### src/rtl/seq_bin2bcd_converter.sv
// rtl/seq_bin2bcd_converter.sv - sequential double-dabble binary-to-BCD converter, one bit per clock (optional LEADING_ZERO_BLANK_EN)
module seq_bin2bcd_converter #(
    parameter int BIN_W  = 8,
    parameter int DIGITS = 3
) (
    input  logic                  clk,
    input  logic                  rst_n,
    input  logic                  start,
    input  logic [BIN_W-1:0]      bin,
    output logic                  busy,
    output logic                  done,
    output logic [4*DIGITS-1:0]   bcd,
    output logic                  overflow,
    output logic [DIGITS-1:0]     blank
);

    localparam int BW = 4 * DIGITS;
    localparam int CW = (BIN_W > 2) ? $clog2(BIN_W) : 1;

    typedef enum logic [0:0] {
        IDLE  = 1'b0,
        SHIFT = 1'b1
    } state_t;

    state_t          state;
    state_t          state_nxt;
    logic            load;
    logic            finish;
    logic            last;

    logic [BIN_W-1:0] sreg;
    logic [BW-1:0]    scr;
    logic [CW-1:0]    cnt;
    logic             ovf_acc;

    logic [BW-1:0]    scr_adj;
    logic [BW-1:0]    scr_shift;
    logic [BIN_W-1:0] sreg_shift;
    logic             carry_out;
    logic             ovf_fin;
    logic [BW-1:0]    nines;
    logic [BW-1:0]    result;

    assign busy = (state == SHIFT);
    assign last = (cnt == '0);

    // Add-3 correction per digit (no inter-digit carry), then shift the combined register left
    always_comb begin
        scr_adj = '0;
        nines   = '0;
        for (int k = 0; k < DIGITS; k++) begin
            scr_adj[4*k +: 4] = (scr[4*k +: 4] > 4'd4) ? (scr[4*k +: 4] + 4'd3) : scr[4*k +: 4];
            nines[4*k +: 4]   = 4'h9;
        end
        {scr_shift, sreg_shift} = {scr_adj, sreg} << 1;
        carry_out = scr_adj[BW-1];
        ovf_fin   = ovf_acc | carry_out | (scr_shift[BW-1 -: 4] > 4'd9);
        result    = ovf_fin ? nines : scr_shift;
    end

    // Next-state logic: accept start only in IDLE, return to IDLE after the last shift
    always_comb begin
        state_nxt = state;
        load      = 1'b0;
        finish    = 1'b0;
        case (state)
            IDLE: begin
                if (start) begin
                    load      = 1'b1;
                    state_nxt = SHIFT;
                end
            end
            SHIFT: begin
                if (last) begin
                    finish    = 1'b1;
                    state_nxt = IDLE;
                end
            end
            default: state_nxt = IDLE;
        endcase
    end

    // State register
    always_ff @(posedge clk or negedge rst_n) begin
        if (!rst_n) begin
            state <= IDLE;
        end else begin
            state <= state_nxt;
        end
    end

    // Datapath: operand capture, shifting, and sticky overflow from bits lost off the top digit
    always_ff @(posedge clk or negedge rst_n) begin
        if (!rst_n) begin
            sreg    <= '0;
            scr     <= '0;
            cnt     <= '0;
            ovf_acc <= 1'b0;
        end else if (load) begin
            sreg    <= bin;
            scr     <= '0;
            cnt     <= CW'(BIN_W - 1);
            ovf_acc <= 1'b0;
        end else if (state == SHIFT) begin
            sreg    <= sreg_shift;
            scr     <= scr_shift;
            cnt     <= cnt - CW'(1);
            ovf_acc <= ovf_acc | carry_out;
        end
    end

    // Result registers: updated only on the finishing edge, held otherwise
    always_ff @(posedge clk or negedge rst_n) begin
        if (!rst_n) begin
            done     <= 1'b0;
            bcd      <= '0;
            overflow <= 1'b0;
        end else begin
            done <= finish;
            if (finish) begin
                bcd      <= result;
                overflow <= ovf_fin;
            end
        end
    end

`ifdef LEADING_ZERO_BLANK_EN
    logic [DIGITS-1:0] blank_nxt;

    // Leading-zero mask: digit k blanks when it and every higher digit is zero; digit 0 always shown
    always_comb begin
        logic zero_above;
        blank_nxt  = '0;
        zero_above = 1'b1;
        for (int k = DIGITS - 1; k >= 1; k--) begin
            zero_above   = zero_above & (result[4*k +: 4] == 4'd0);
            blank_nxt[k] = zero_above;
        end
    end

    // Mask is registered alongside bcd
    always_ff @(posedge clk or negedge rst_n) begin
        if (!rst_n) begin
            blank <= '0;
        end else if (finish) begin
            blank <= blank_nxt;
        end
    end
`else
    assign blank = '0;
`endif

endmodule
### config.mk
export PLATFORM = sky130hd
export DESIGN_NAME = seq_bin2bcd_converter
export DESIGN_NICKNAME = d
export VERILOG_FILES = /design/src/rtl/seq_bin2bcd_converter.sv
export SDC_FILE = /design/constraint.sdc
export NUM_CORES = 1
export LEC_CHECK = 0
export ABC_CLOCK_PERIOD_IN_PS = 1800
export BUFFER_PORTS_ARGS = -buffer_cell sky130_fd_sc_hd__buf_2
export CORE_ASPECT_RATIO = 0.7
export CORE_MARGIN = 1
export CORE_UTILIZATION = 27
export CTS_CLUSTER_SIZE = 10
export DETAILED_ROUTE_END_ITERATION = 8
export PLACE_DENSITY_LB_ADDON = 0.05
export SETUP_SLACK_MARGIN = 0.5
export SKIP_LAST_GASP = 1
export SYNTH_ARGS = -nofsm -noshare
export SYNTH_HDL_FRONTEND = slang
export SYNTH_SLANG_ARGS = --single-unit
### constraint.sdc
create_clock -name clk -period 1.8 [get_ports clk]
set_input_delay 0.09 -clock clk [delete_from_list [all_inputs] [get_ports clk]]
set_output_delay 0.09 -clock clk [all_outputs]
set_load 0.005 [all_outputs]
==> flow_summary.yaml <==
finish:
  register_area_um2: 976
  antenna_cells: 0
  drive_gt1_share_pct: 47.3
  area_delta_synth_final_pct: 48.6
  nets: 272
  fill_cells: 669
  finish.utilization_pct: 42.0
  multi_input_area_um2: 1120
  fin_cells: 350
sta:
  drv_slew: 0
  setup_violations: 0
  max_freq_mhz: 614
  fin_skew_ps: 9.26
  final-hold-violation-count: 0
  rsz0062_at_grt: "true"
  setup_tns_ps: 0
  hold_slack_ps: 45.8
  slew_headroom_pct: 61.4
  final.min_clock_period_ps: 1630
  period_share_pct: 90.4
  tightest_slew_ps: 579
grt:
  antenna_found_initial: 0
  grt_pass1_wl_um: 7480
  gr-total-overflow: 0
  grt_max_degree: 47
  grt_pass1_vias: 1516
  grt_use_total_pct: 13.6
logic_synthesis:
  synthDominantCellAreaShare_pct: 50.4
  ys_warn_count: 0
  ys_top_cells_by_count: "39 x dfrtp_1, 28 x nand2_1, 16 x o21ai_0, 12 x mux2i_1"
  avgSynthCellArea_um2: 9.88
  synth-seq-area-share_pct: 50.4
  synth_ff_type: "dfrtp_1"
  yosysMostFrequentCell: "dfrtp_1"
  post-synth-top-area-cell: "dfrtp_1"
  synth-edff-count: 0
  synth_cells: 196
  synth_seq_cells: 39
  ys_top_cells_by_area: "dfrtp_1 50%, mux2i_1 6.2%, nand2_1 5.4%"
  syn_area_um2: 1940
  async_flop_share_pct: 100
  ys_types: 34
cts:
  tritoncts: "built"
  clock-sinks: 39
  cts_buffers: 5
  clockBufferDepth: 2
  clk_pin_slew_ps: 80
  worstSkewPairLatency_ps: 290
  cts_max_level: 2
  root_buffer: "clkbuf_8"
power_and_ir_drop:
  leakage_nw: 1.29
  power_density_nw_per_um2: 2040
  ir_worst_vdd_uv: 636
  p_total_mw: 5.88
route:
  wl_per_cell_um: 14.7
  drcViolationCount: 0
  drtPass1Iterations: 4
  finalWirelength_um: 5140
  vias: 1618
  detail-route-antenna-nets: 0
  drt_iter0_markers: 60
  via_per_inst: 4.62
outcome:
  status: "completed"
min_path:
  hold_class: "input port to flop"
  hold_depth: 3
worst_setup_path:
  cp.required_ps: 2010
  critPathKind: "flop to flop"
  cp.arrival_ps: 1840
  worstRegToRegCells: 7
  start_kind: "flop"
  critPathMaxFanout: 6
  end_kind: "flop"
die:
  io-pin-count: 29
  rows: 25
  initial_core_util_pct: 28.3
  dieArea_um2: 7520
  die_y_um: 72.9
  core_um2: 6850
  dieWidth_um: 103
flow_run:
  cap_viol_max_count: 0
place:
  place_congestion: 0.719
  dp_cells: 309
  dpl.hpwl_um: 2940
  io_buffers: 25
-- report_power, final --
part           total [mW]  switching, mW  internal (mW)
clock               0.872          0.319          0.553
combinational        3.40           1.65           1.75
sequential           1.61          0.351           1.25
-- worst max-delay path, cell delays in order (launching register included) --
cell and delay, ps:
dfrtp_1 410, inv_2 130, ha_4 170, inv_4 40
a21oi_4 230, nand3b_1 220, a31oi_4 150, a31oi_1 210
-- sequential cells by signal, indices dropped and copies added (netlist names) --
register  cells
ovf_acc       1
bcd          12
busy          1
overflow      1
done          1
sreg          8
cnt           3
scr          12
-- stage by stage --
stage               setup WS [ps]  instance area [um^2]
floorplan                     302                  1990
global placement              153                  2200
detailed placement           86.4                  2200
CTS                           207                  2570
global route                  115                  2880
finish                        172                  2880
-- worst paths after layout --
check | from | end | slack (ps)
worst max-delay path | scr[9] | bcd[4] | 170
worst min-delay path | bin[0] | sreg[0] | 50
worst max register to register | scr[9] | bcd[4] | 170
worst min register to register | bcd[6] | bcd[6] | 480
max in group asynchronous | rst_n | scr[9] | 1050
min in group asynchronous | rst_n | bcd[7] | 390
-- layout make-up --
cell class                 instances  area share [%]
multi-input combinational        135            39.0
clock inverter                     3            2.35
timing repair buffer              62            16.4
sequential                        39            33.9
tap                               94            4.09
clock buffer                       5            2.39
inverter                          12            1.78
-- repair_timing --
action / in CTS / in global routing
hold buffers: 1 / 0
setup endpoints to repair: 26 / 26
pin swaps: 13 / 15
cloned: 0 / 2
hold endpoints to repair: 39 / 0
resized for setup: 31 / 41
buffers inserted: 17 / 13
-- cells by family (layout without fill, tap and decap cells) --
group,Yosys count,in the layout,share of synthesized area (%)
compound gates,50,50,17.8
mux,12,12,6.20
xor+xnor,4,4,1.81
other cells,1,3,0.194
simple gates,60,60,14.1
flops,39,39,50.4
buf+inv,24,82,5.62
fa+ha+maj,6,6,3.88
-- metal layers --
metal	track usage (%)	vias up	share of wire, %
li1	-	778	-
met1	17.7	787	47
met2	21.9	43	48
met3	3.16	10	3.8
met4	5.16	0	1.4
met5	0	-	0
-- cell usage in the layout, fill, tap and decap left out, types with 4 or more instances in the layout --
cell type	n
o31ai_1	4
mux2i_1	10
o21ai_4	4
nor2_1	9
a31oi_1	4
nand2b_1	6
a21oi_1	6
buf_4	24
nand2_1	26
buf_2	25
o21ai_1	5
o21ai_0	7
ha_4	5
buf_6	10
clkbuf_8	5
inv_2	10
o21ai_2	6
dfrtp_1	39
Note: power is estimated with default switching activity, not from simulation.
